--- config.mk ---
export PLATFORM = sky130hd
export DESIGN_NAME = seq_det_ctrl
export DESIGN_NICKNAME = d
export VERILOG_FILES = /design/src/rtl/seq_det_ctrl.sv
export SDC_FILE = /design/constraint.sdc
export NUM_CORES = 1
export LEC_CHECK = 0
export CAP_MARGIN = 10
export CORE_ASPECT_RATIO = 1.75
export CORE_MARGIN = 2
export CORE_UTILIZATION = 53
export DETAILED_ROUTE_END_ITERATION = 10
export PLACE_DENSITY = 0.79
export SETUP_SLACK_MARGIN = 0.15
export SLEW_MARGIN = 20
export SYNTH_ARGS = -nofsm -noshare
export SYNTH_HDL_FRONTEND = slang
export SYNTH_SLANG_ARGS = --single-unit
--- constraint.sdc ---
create_clock -name clk -period 2.4 [get_ports clk]
set_input_delay 0.48 -clock clk [delete_from_list [all_inputs] [get_ports clk]]
set_output_delay 0.48 -clock clk [all_outputs]
set_load 0.02 [all_outputs]
--- src/rtl/seq_det_ctrl.sv ---
// -----------------------------------------------------------------------------
// seq_det_ctrl
//
// Serial pattern detector wrapped in a start/busy/done control FSM. A start in
// IDLE loads a parallel word, which is then shifted out MSB first, one bit per
// clock, into a PLEN-bit window. Each time the window equals the latched
// pattern (with at least PLEN valid bits in it), z pulses for one cycle and
// match_count increments (saturating at 31).
//
// Parameters
//   WIDTH  parallel data word width in bits (default 16)
//   PLEN   pattern length in bits (default 4, must be >= 2)
//
// Ports
//   clk          in   clock, rising edge
//   reset        in   asynchronous, active-high reset
//   start        in   scan request, sampled only in IDLE
//   data_in      in   [WIDTH-1:0] word to scan, MSB consumed first
//   len          in   [4:0] number of bits to scan, clamped to WIDTH
//   pattern      in   [PLEN-1:0] pattern, pattern[PLEN-1] is the oldest bit
//   busy         out  high in LOAD and SHIFT
//   done         out  one-cycle pulse in DONE
//   z            out  registered one-cycle pulse per match
//   match_count  out  [4:0] matches in the current or last scan
//
// Build option
//   SEQ_DET_CTRL_OVERLAP_EN  when defined, overlapping matches are counted
//                            (window and fill untouched by a match). When
//                            undefined, a match empties the fill counter so
//                            the next match needs PLEN fresh bits.
// -----------------------------------------------------------------------------
module seq_det_ctrl #(
    parameter int WIDTH = 16,
    parameter int PLEN  = 4
) (
    input  logic             clk,
    input  logic             reset,
    input  logic             start,
    input  logic [WIDTH-1:0] data_in,
    input  logic [4:0]       len,
    input  logic [PLEN-1:0]  pattern,
    output logic             busy,
    output logic             done,
    output logic             z,
    output logic [4:0]       match_count
);

    localparam int FW = $clog2(PLEN + 1);
    localparam logic [FW-1:0] FILL_FULL = FW'(PLEN);

    typedef enum logic [1:0] {
        IDLE  = 2'd0,
        LOAD  = 2'd1,
        SHIFT = 2'd2,
        DONE  = 2'd3
    } state_t;

    state_t state_q, state_d;

    // Scan operands captured in LOAD; they carry no reset since nothing
    // observes them outside a scan that LOAD has already initialised.
    logic [WIDTH-1:0] data_q, data_d;
    logic [PLEN-1:0]  pat_q,  pat_d;
    logic [4:0]       len_q,  len_d;

    logic [PLEN-1:0]  win_q,  win_d;
    logic [FW-1:0]    fill_q, fill_d;
    logic [4:0]       cnt_q,  cnt_d;
    logic [4:0]       mc_q,   mc_d;
    logic             z_q,    z_d;

    logic             shift_bit;
    logic             last_bit;

    // cnt_q counts bits already consumed, so the bit being consumed now is
    // the last one when cnt_q + 1 reaches the latched length.
    assign last_bit = ((cnt_q + 5'd1) == len_q);

    // ------------------------------------------------------------------
    // FSM: state register
    // ------------------------------------------------------------------
    always_ff @(posedge clk or posedge reset) begin
        if (reset) begin
            state_q <= IDLE;
        end else begin
            state_q <= state_d;
        end
    end

    // ------------------------------------------------------------------
    // FSM: next-state logic
    // ------------------------------------------------------------------
    always_comb begin
        state_d = state_q;
        case (state_q)
            IDLE:    if (start) state_d = LOAD;
            // Clamping to WIDTH never turns a non-zero len into zero.
            LOAD:    state_d = (len == 5'd0) ? DONE : SHIFT;
            SHIFT:   if (last_bit) state_d = DONE;
            DONE:    state_d = IDLE;
            default: state_d = IDLE;
        endcase
    end

    // ------------------------------------------------------------------
    // FSM: outputs
    // ------------------------------------------------------------------
    always_comb begin
        busy = (state_q == LOAD) || (state_q == SHIFT);
        done = (state_q == DONE);
    end

    assign z           = z_q;
    assign match_count = mc_q;

    // ------------------------------------------------------------------
    // Datapath next-state
    // ------------------------------------------------------------------
    always_comb begin
        data_d    = data_q;
        pat_d     = pat_q;
        len_d     = len_q;
        win_d     = win_q;
        fill_d    = fill_q;
        cnt_d     = cnt_q;
        mc_d      = mc_q;
        z_d       = 1'b0;
        shift_bit = data_q[WIDTH-1];

        case (state_q)
            LOAD: begin
                data_d = data_in;
                pat_d  = pattern;
                len_d  = (int'(len) > WIDTH) ? 5'(WIDTH) : len;
                win_d  = '0;
                fill_d = '0;
                cnt_d  = '0;
                mc_d   = '0;
            end
            SHIFT: begin
                data_d = data_q << 1;
                win_d  = {win_q[PLEN-2:0], shift_bit};
                fill_d = (fill_q == FILL_FULL) ? fill_q : fill_q + FW'(1);
                cnt_d  = cnt_q + 5'd1;
                // Match is judged on the window and fill as they will be
                // after this bit, so z lands in the following cycle.
                if ((win_d == pat_q) && (fill_d == FILL_FULL)) begin
                    z_d  = 1'b1;
                    mc_d = (mc_q == 5'd31) ? mc_q : mc_q + 5'd1;
`ifdef SEQ_DET_CTRL_OVERLAP_EN
                    fill_d = fill_d;
`else
                    fill_d = '0;
`endif
                end
            end
            default: begin
            end
        endcase
    end

    // ------------------------------------------------------------------
    // Datapath registers
    // ------------------------------------------------------------------
    always_ff @(posedge clk or posedge reset) begin
        if (reset) begin
            win_q  <= '0;
            fill_q <= '0;
            cnt_q  <= '0;
            mc_q   <= '0;
            z_q    <= 1'b0;
        end else begin
            win_q  <= win_d;
            fill_q <= fill_d;
            cnt_q  <= cnt_d;
            mc_q   <= mc_d;
            z_q    <= z_d;
        end
    end

    always_ff @(posedge clk) begin
        data_q <= data_d;
        pat_q  <= pat_d;
        len_q  <= len_d;
    end

endmodule

; ---- Word-level counts from Yosys, hierarchy flattened
; Cells that the tools add are included.
[classes]
n_addsub = 3
n_lt_le_gt_ge = 1
eq_ne = 12
mux = 15
reduce_logical = 7
[op_table]
columns = cell, count
row1 = $pmux 16 s2, 1
row2 = $pmux 5 s2, 2
row3 = $pmux 3 s2, 2
row4 = $add 5x1->5 const B, 2
row5 = $mux 5, 2
row6 = $pmux 2 s4, 1
row7 = $eq 3x3->1 const B, 2
row8 = $mux 3, 2
row9 = $ne 2x2->1 const B, 3
row10 = $eq 5x5->1, 1
row11 = $eq 5x5->1 const B, 1
row12 = $gt 5x5->1 const B, 1
row13 = $logic_not 5->1, 1
row14 = $eq 2x2->1 const B, 2
row15 = $eq 4x4->1, 1
row16 = $mux 2, 2
row17 = $add 3x1->3 const B, 1
row18 = $mux 1, 3
row19 = $reduce_and 3->1, 1
row20 = $eq 2x1->1 const B, 1
row21 = $logic_not 2->1, 1
row22 = $ne 2x1->1 const B, 1
row23 = $reduce_and 2->1, 1
row24 = $reduce_bool 2->1, 1
row25 = other kinds (2), 2
[totals]
ff_bits = 44
input_bits = 28
output_inout_bits = 8
wordCells = 47

; ---- Longest topological paths before layout
; Gate-level depths: netlist of the first run.
[logic_depth]
word_depth = 6
ltp_mapped = 8
mapped_depth_nobuf = 7

; ---- Least setup slack after synthesis of the first run
; Ideal clock, no wire load.
[synth_path]
kind = flip-flop to flip-flop
start = register state_q[0]
end = register cnt_q[4]
setup_time_ps = 128
t_arrival_ps = 1974
t_required_ps = 2272
slack_ps = 298
stages_incl_launch_ff = 8
path_buffers = 2
synth_period_minus_slack_ps = 2102
path_cell_list = dfrtp_1 -> inv_1 -> ha_1 -> clkbuf_1 -> clkbuf_1 -> nand2_1 -> nand2_1 -> o31ai_1
[synth_via]
elab_chain_len = 2
word_cells_on_any_way = 4
classes_between = 2 x eq/ne / 1 x mux / 1 x reduce/logical
[synth_rtl]
columns = item, line_no
row1 = "start, declared", 58  ; state_t state_q, state_d;
row2 = "start signal, assigned", 86  ; state_q <= state_d;
row3 = $eq 2x2->1 / $eq 2x1->1 (equally long branches), 130  ; case (state_q)
row4 = $pmux 5 s2 / $reduce_bool 2->1 (equally long branches), n/a
row5 = "end signal, assigned", 175  ; cnt_q <= cnt_d;
row6 = "end, declared", 68  ; logic [4:0] cnt_q, cnt_d;
; Several ways; a longest one is shown, not always the timed one.
; A chain may end at the register's enable or synchronous reset.

; ---- Worst setup path after layout of the first run
[layout_path]
start = register fill_q[0]
end = register mc_q[3], in the netlist match_count[3]
[layout_via]
elab_chain_len = 6
word_cells_on_any_way = 7
classes_between = 1 x add/sub / 3 x eq/ne / 1 x mux / 2 x reduce/logical
[layout_rtl]
columns = item, line_no
row1 = "start, declared", 67  ; logic [FW-1:0] fill_q, fill_d;
row2 = "start signal, assigned", 174  ; fill_q <= fill_d;
row3 = $add 3x1->3 / $eq 3x3->1 (equally long branches), 143  ; fill_d = (fill_q == FILL_FULL) ? fill_q : fill_q + FW'(1);
row4 = $mux 3 (*), 143
row5 = $eq 3x3->1 (*), 147  ; if ((win_d == pat_q) && (fill_d == FILL_FULL)) begin
row6 = $logic_and 1x1->1 (*), 147
row7 = $ne 2x1->1 (no line) (*), n/a
row8 = $reduce_and 3->1 (no line) (*), n/a
row9 = "end signal, assigned", 176  ; mc_q <= mc_d;
row10 = "end, declared", 69  ; logic [4:0] mc_q, mc_d;
; Every way passes the cells marked *; elsewhere a longest branch is shown, timed or not.

==> results of run 1 <==
-- worst reg2reg max path, stage by stage (launching register included) --
cell and delay (ns):
sky130_fd_sc_hd__dfrtp_1 0.41, sky130_fd_sc_hd__buf_4 0.15, sky130_fd_sc_hd__ha_2 0.21, sky130_fd_sc_hd__nor4b_4 0.29, sky130_fd_sc_hd__a211oi_2 0.13, sky130_fd_sc_hd__or2_4 0.28, sky130_fd_sc_hd__or3_1 0.35, sky130_fd_sc_hd__o311ai_1 0.28
-- state kept, by name, indices dropped and copies added (netlist names) --
name,cells
data_q,16
cnt_q,5
len_q,5
match_count,5
pat_q,4
fill_q,3
win_q,3
state_q,2
z,1
-- area by class of cell --
cell class | instances | area (sq um)
Fill cell | 308 | 1328
Sequential cell | 44 | 1226
Multi-Input combinational cell | 114 | 918.4
Timing Repair Buffer | 39 | 379.1
Clock buffer | 6 | 72.57
Tap cell | 49 | 61.31
Inverter | 14 | 52.55
Clock inverter | 2 | 35.03
-- timing repair --
item,4_1_cts,5_1_grt
resized for setup,2,6
pin swaps,0,3
endpoints found under the setup margin,2,4
buffers inserted,0,1
-- final timing paths --
path                            startpoint              to  depth (start not counted)
worst max register to register   fill_q[0]  match_count[3]                          7
worst min register to register    cnt_q[4]        cnt_q[4]                          1
max in group asynchronous            reset        cnt_q[2]                          2
min in group asynchronous            reset  match_count[2]                          2
worst min-delay path              cnt_q[4]        cnt_q[4]                          1
worst max-delay path             fill_q[0]  match_count[3]                          7
-- layout by cell type (no fill, tap or decap), types with 2 or more instances in the layout --
cell                              Yosys  final
sky130_fd_sc_hd__nand2_1             11     11
sky130_fd_sc_hd__buf_4                0      4
sky130_fd_sc_hd__nand2b_1             3      3
sky130_fd_sc_hd__nand3b_1             2      2
sky130_fd_sc_hd__o311ai_1             1      3
sky130_fd_sc_hd__a21oi_1              4      4
sky130_fd_sc_hd__clkdlybuf4s50_1      0     34
sky130_fd_sc_hd__clkbuf_8             0      5
sky130_fd_sc_hd__o22ai_1              4      4
sky130_fd_sc_hd__xor2_1               2      2
sky130_fd_sc_hd__o21ai_0              5      5
sky130_fd_sc_hd__nor2_1               3      3
sky130_fd_sc_hd__nor2b_1              7      7
sky130_fd_sc_hd__mux2i_1              2      2
sky130_fd_sc_hd__ha_2                 0      2
sky130_fd_sc_hd__mux2_2              17     17
sky130_fd_sc_hd__or3_1                2      2
sky130_fd_sc_hd__edfxtp_1            25     25
sky130_fd_sc_hd__ha_1                 9      7
sky130_fd_sc_hd__inv_1               14     14
sky130_fd_sc_hd__nand3_1              7      7
sky130_fd_sc_hd__nand4_1              2      2
sky130_fd_sc_hd__xnor2_1              8      8
sky130_fd_sc_hd__dfrtp_1             19     19
sky130_fd_sc_hd__o211ai_1             2      2
sky130_fd_sc_hd__and4bb_2             2      2
-- metal layers --
metal / part of all wire / wire length (um)
met5: 0 / 0
met4: 0.028 / 127
met3: 0.039 / 173
met2: 0.59 / 2638
met1: 0.34 / 1543
-- metrics by stage --
step                      cells  setup slack [ns]
final                       268            0.2161
after global routing        268            0.1137
after CTS                   267            0.1462
after detailed placement    259            0.1382
after global placement      259            0.3310
after floorplan             180            0.2985
-- logic make-up (layout without fill, tap and decap cells) --
logic type,after synthesis,after routing
XOR/XNOR,10,10
AND/OR/NAND/NOR,47,47
buffers and inverters,22,61
multiplexers,19,19
adder cells (fa/ha/maj),9,9
flip-flops,44,44
AO/OA/AOI/OAI,29,29
-- power by group --
| group | internal [mW] | switching, mW | leakage (nW) | total [mW] |
|---|---|---|---|---|
| combinational | 0.507 | 0.655 | 0.478 | 1.16 |
| clock | 0.309 | 0.244 | 0.0552 | 0.553 |
| sequential | 1.16 | 0.128 | 0.500 | 1.29 |
==> results.py, run 1 <==
metrics = {
    "run_status": {
        "status": "finished clean",
    },
    "synth": {
        "synth_simple_gate_area_share": 0.1266,
        "netlist.top_cell.by_area": "sky130_fd_sc_hd__edfxtp_1",
        "ys_seq_elements": 44,
        "synth_cells": 180,
        "synth.yosys.seq_area_share": 0.5562,
        "combinational_family_with_the_most_area_after_synthesis": "simple AND/OR/NAND/NOR gates",
        "synth-xor-area-share": 0.03973,
        "synthFlopType": "sky130_fd_sc_hd__edfxtp_1",
        "synth.distinct_cells": 46,
        "portion_of_netlist_area_occupied_by_mux_cells": 0.09591,
        "area_fraction_in_compound_gates_after_synthesis": 0.09194,
        "synth_top_area_share": 0.3405,
        "synth_enable_flop_cells": 25,
        "synthTopCellsByCount": "sky130_fd_sc_hd__edfxtp_1, sky130_fd_sc_hd__dfrtp_1, sky130_fd_sc_hd__mux2_2",
        "proportion_of_register_bits_with_asynchronous_set_or_reset_after_synthesis": 0.4318,
        "syn-num-nets": 217,
        "synth.area.top_cells": "sky130_fd_sc_hd__edfxtp_1, sky130_fd_sc_hd__dfrtp_1, sky130_fd_sc_hd__mux2_2",
        "yosys.area_share.adder": 0.05108,
        "synth_most_common_cell": "sky130_fd_sc_hd__edfxtp_1",
        "yosys_warnings": 0,
        "netlist_area_sq_um": 2205,
        "syn_avg_cell_area_sq_um": 12.25,
    },
    "placed_design": {
        "dp.final_hpwl_um": 3338,
        "place.port_buffers": 35,
        "globalplace.congestion": 0.8080,
        "placedInstanceArea_sq_um": 2606,
    },
    "clock_tree": {
        "cts_inserted_buffers": 5,
        "clkLatencyLatePin_ns": 0.30,
        "cts-root-buf": "sky130_fd_sc_hd__clkbuf_8",
        "cts_num_sinks": 44,
        "cts_tree": "built",
        "ctsLongestPathBuffers": 2,
        "holdBufCountCts": 0,
        "htreeDepth": 2,
        "path_clk_slew_ns": 0.09,
    },
    "sta": {
        "timing.final.setup_violations": 0,
        "tightestPinTransition_ns": 0.7583,
        "period_share": 0.9099,
        "grt_setup_unrepaired": "true",
        "fin_crit_ns": 2.184,
        "max_freq_mhz": 457.9,
        "slew_violations": 0,
        "clock_skew_ns": 0.01073,
        "hold_violations": 0,
        "finalHoldWorstSlack_ns": 0.5345,
        "timing.slew.headroom": 0.4939,
        "total_negative_slack_ns": 0,
    },
    "cells_and_area": {
        "num_antenna_cells": 0,
        "final_layout_size_suffix_gt1_frac": 0.1689,
        "postLayoutCellArea_sq_um": 2745,
        "layout.nets": 255,
        "postLayoutCoreUtil": 0.6740,
        "layout_overhead_on_the_synthesized_area_pct": 24.52,
    },
    "worst_setup_path": {
        "critPathArrivalTime_ns": 2.38,
        "crit_path_cell_trace": "buf_4 > ha_2 > nor4b_4 > a211oi_2 > or2_4 > or3_1 > o311ai_1",
        "worstPathRequired_ns": 2.59,
        "worstSetupEndpointType": "register",
        "worstSetupStartpointType": "register",
        "critPathKind": "register to register",
        "timing.reg2reg.setup_slack_ns": 0.22,
        "critical_path.n_buffers_inverters": 1,
        "critical_path.top_delay_family": "simple AND/OR/NAND/NOR gates",
        "crit_path_max_fanout": 4,
        "critical-path-max-stage-delay_ns": 0.41,
        "cpMaxStageDelayCell": "sky130_fd_sc_hd__dfrtp_1",
    },
    "die": {
        "floorplan.core_area_sq_um": 4073,
        "die_w_um": 52.76,
        "die_h_um": 89.32,
        "die_footprint_sq_um": 4712,
        "boundaryPins": 36,
        "num_rows": 31,
        "initial_utilization": 0.5413,
    },
    "detailed_routing": {
        "drt.antenna.violating_nets": 0,
        "iteration_0_drc_count_of_the_detailed_router": 32,
        "avgViaCountPerCell": 5.787,
        "num_vias": 1551,
        "drt-pass1-iter-count": 4,
        "remaining_drc_errors": 0,
        "routed_wl_um": 4482,
        "wl_per_cell_um": 16.72,
    },
    "grt": {
        "via_count_of_the_first_global_routing_pass": 1631,
        "globalRoute.busiestLayer": "met2",
        "gr-usage-met1": 0.2084,
        "grt_pass1_wl_um": 7203,
        "gr-usage-met3": 0.03177,
        "grt_start_max_net_pins": 39,
        "met2_demand_to_capacity_share_in_global_routing": 0.4159,
        "globalRouteOverflowTotal": 0,
        "antenna_found_initial": 0,
        "grt_usage": 0.2143,
    },
    "job": {
        "timing.max_cap.violations": 0,
    },
    "pwr": {
        "power.ir.vdd_worst_v": 0.0009852,
        "p_total_mw": 3.007,
        "leakage_nw": 1.033,
        "cellPowerDensity_nw_per_um2": 1095,
    },
    "worst_hold_path": {
        "timing.hold.worst.class": "register to register",
    },
}
Note: power is estimated with default switching activity, not from simulation.
==> inputs of run 2 (changes only) <==
--- a/config.mk
+++ b/config.mk
@@ -6,13 +6,14 @@
 export NUM_CORES = 1
 export LEC_CHECK = 0
 export CAP_MARGIN = 10
-export CORE_ASPECT_RATIO = 1.75
+export CORE_ASPECT_RATIO = 0.9
 export CORE_MARGIN = 2
 export CORE_UTILIZATION = 53
 export DETAILED_ROUTE_END_ITERATION = 10
-export PLACE_DENSITY = 0.79
+export PLACE_DENSITY_LB_ADDON = 0.12
 export SETUP_SLACK_MARGIN = 0.15
 export SLEW_MARGIN = 20
 export SYNTH_ARGS = -nofsm -noshare
 export SYNTH_HDL_FRONTEND = slang
 export SYNTH_SLANG_ARGS = --single-unit
+export TNS_END_PERCENT = 100
==> run 2 against run 1 <==
  * Non-clock buffer count did not move
  * Highest routed layer unchanged
  * Total power up 1.3%
  * Cell count decreased by 0.37%
  * Hold slack worse by 0.0038 ns
  * Fmax is 3.3% higher
  * Worst setup slack better by 0.069 ns
  * Critical path type unchanged
  * Largest cell class unchanged
  * First-iteration DRC count increased to 3.4 times the previous value
  * Largest power group unchanged
  * Count of clock-buffer cells in the layout is the same
  * Critical path depth down 1
  * Register-to-register slack gained 0.07 ns
==> results.py, run 2 (synthesis results as in run 1) <==
metrics = {
    "sta": {
        "hold_violations": 0,
        "tightestPinTransition_ns": 0.7386,
        "slew_violations": 0,
        "max_freq_mhz": 472.9,
        "timing.final.setup_violations": 0,
        "total_negative_slack_ns": 0,
        "grt_setup_unrepaired": "false",
        "clock_skew_ns": 0.003660,
        "timing.slew.headroom": 0.5070,
        "period_share": 0.8811,
        "fin_crit_ns": 2.115,
    },
    "detailed_routing": {
        "num_vias": 1514,
        "avgViaCountPerCell": 5.670,
        "drt.antenna.violating_nets": 0,
        "wl_per_cell_um": 14.87,
        "routed_wl_um": 3969,
        "remaining_drc_errors": 0,
        "iteration_0_drc_count_of_the_detailed_router": 110,
        "drt-pass1-iter-count": 5,
    },
    "clock_tree": {
        "cts_tree": "built",
        "holdBufCountCts": 0,
        "path_clk_slew_ns": 0.08,
        "ctsLongestPathBuffers": 2,
        "cts-root-buf": "sky130_fd_sc_hd__clkbuf_8",
        "cts_num_sinks": 44,
        "cts_inserted_buffers": 5,
        "htreeDepth": 2,
        "clkLatencyLatePin_ns": 0.30,
    },
    "placed_design": {
        "globalplace.congestion": 0.8176,
        "placedInstanceArea_sq_um": 2605,
        "place.port_buffers": 35,
        "dp.final_hpwl_um": 2858,
    },
    "worst_setup_path": {
        "timing.reg2reg.setup_slack_ns": 0.29,
        "critPathKind": "register to register",
        "worstSetupEndpointType": "register",
        "worstPathRequired_ns": 2.59,
        "crit_path_max_fanout": 6,
        "critPathArrivalTime_ns": 2.30,
        "worstSetupStartpointType": "register",
    },
    "cells_and_area": {
        "final_layout_size_suffix_gt1_frac": 0.1689,
        "top_library_cells_by_usage_in_the_layout_fill_and_taps_aside": "sky130_fd_sc_hd__clkdlybuf4s50_1, sky130_fd_sc_hd__edfxtp_1, sky130_fd_sc_hd__dfrtp_1",
        "layout_overhead_on_the_synthesized_area_pct": 24.57,
        "postLayoutCellArea_sq_um": 2746,
        "final_common_cell": "sky130_fd_sc_hd__clkdlybuf4s50_1",
        "largest_register_ff_count": 16,
        "regMostFlops": "data_q",
        "layout.nets": 255,
        "num_antenna_cells": 0,
    },
    "die": {
        "die_h_um": 65.19,
        "die_w_um": 71.99,
        "die_footprint_sq_um": 4692,
        "initial_utilization": 0.5448,
        "floorplan.core_area_sq_um": 4046,
        "boundaryPins": 36,
        "num_rows": 22,
    },
    "run_status": {
        "status": "finished clean",
    },
    "pwr": {
        "power.ir.vdd_worst_v": 0.001419,
        "leakage_nw": 1.044,
        "cellPowerDensity_nw_per_um2": 1108,
    },
    "grt": {
        "antenna_found_initial": 0,
        "grt_pass1_wl_um": 6900,
        "via_count_of_the_first_global_routing_pass": 1599,
        "grt_usage": 0.1955,
        "grt_start_max_net_pins": 39,
        "globalRouteOverflowTotal": 0,
    },
    "worst_hold_path": {
        "timing.hold.worst.class": "register to register",
    },
    "job": {
        "timing.max_cap.violations": 0,
    },
}
## run 2: area by class of cell
cell class / instances / area, sq um
repair buffers: 39 / 382.9
clock inverters: 2 / 38.79
fillers: 295 / 1300
flip-flops and latches: 44 / 1227
inverters: 14 / 52.55
well taps: 48 / 60.06
multi-input cells: 114 / 902.1
clock buffers: 6 / 82.58
## run 2: what timing repair did
item | in CTS | in global routing
setup endpoints to repair | 1 | 5
cloned | 0 | 0
resized for setup | 1 | 4
setup buffers | 0 | 1
## run 2: final timing paths
| path | to | depth (start not counted) | startpoint |
|---|---|---|---|
| setup / recovery | match_count[1] | 6 | fill_q[0] |
| hold / removal | cnt_q[4] | 1 | cnt_q[4] |
| setup reg to reg | match_count[1] | 6 | fill_q[0] |
| hold reg to reg | cnt_q[4] | 1 | cnt_q[4] |
| max in group asynchronous | state_q[0] | 2 | reset |
| min in group asynchronous | cnt_q[3] | 2 | reset |
## run 2: report_power, final
| group | internal, mW | switching, mW | leakage [nW] | total [mW] |
|---|---|---|---|---|
| clock | 0.340 | 0.257 | 0.0614 | 0.597 |
| sequential | 1.16 | 0.119 | 0.499 | 1.28 |
| combinational | 0.514 | 0.649 | 0.483 | 1.16 |
| total | 2.02 | 1.03 | 1.04 | 3.04 |
## run 2: worst max-delay path, stage by stage, from the launching register on
cell and delay (ns):
sky130_fd_sc_hd__dfrtp_1 0.37, sky130_fd_sc_hd__inv_1 0.07, sky130_fd_sc_hd__ha_1 0.34, sky130_fd_sc_hd__nor4b_2 0.25, sky130_fd_sc_hd__a211oi_1 0.13, sky130_fd_sc_hd__or3_1 0.46
sky130_fd_sc_hd__a311o_1 0.38
## run 2: layer usage
layer	vias to the layer above	share of wire	GRT usage
met2	53	0.50	0.3310
li1	729	-	-
met5	-	0	0
met3	4	0.062	0.06748
met1	728	0.43	0.2248
met4	0	0.0083	0.08491
## run 2: per-stage QoR
| step | instances | power, mW | hold slack, ns | worst slack [ns] | utilization |
|---|---|---|---|---|---|
| CTS | 266 | 3.065 | 0.5315 | 0.1794 | 0.6741 |
| finish | 267 | 3.044 | 0.5308 | 0.2853 | 0.6787 |
| global placement | 258 | 2.375 | 0.5004 | 0.3445 | 0.6438 |
| detailed placement | 258 | 2.460 | 0.5163 | 0.2581 | 0.6438 |
| floorplan | 180 | 2.104 | 0.4311 | 0.2985 | - |
| global route | 267 | 3.241 | 0.5552 | 0.1745 | 0.6787 |
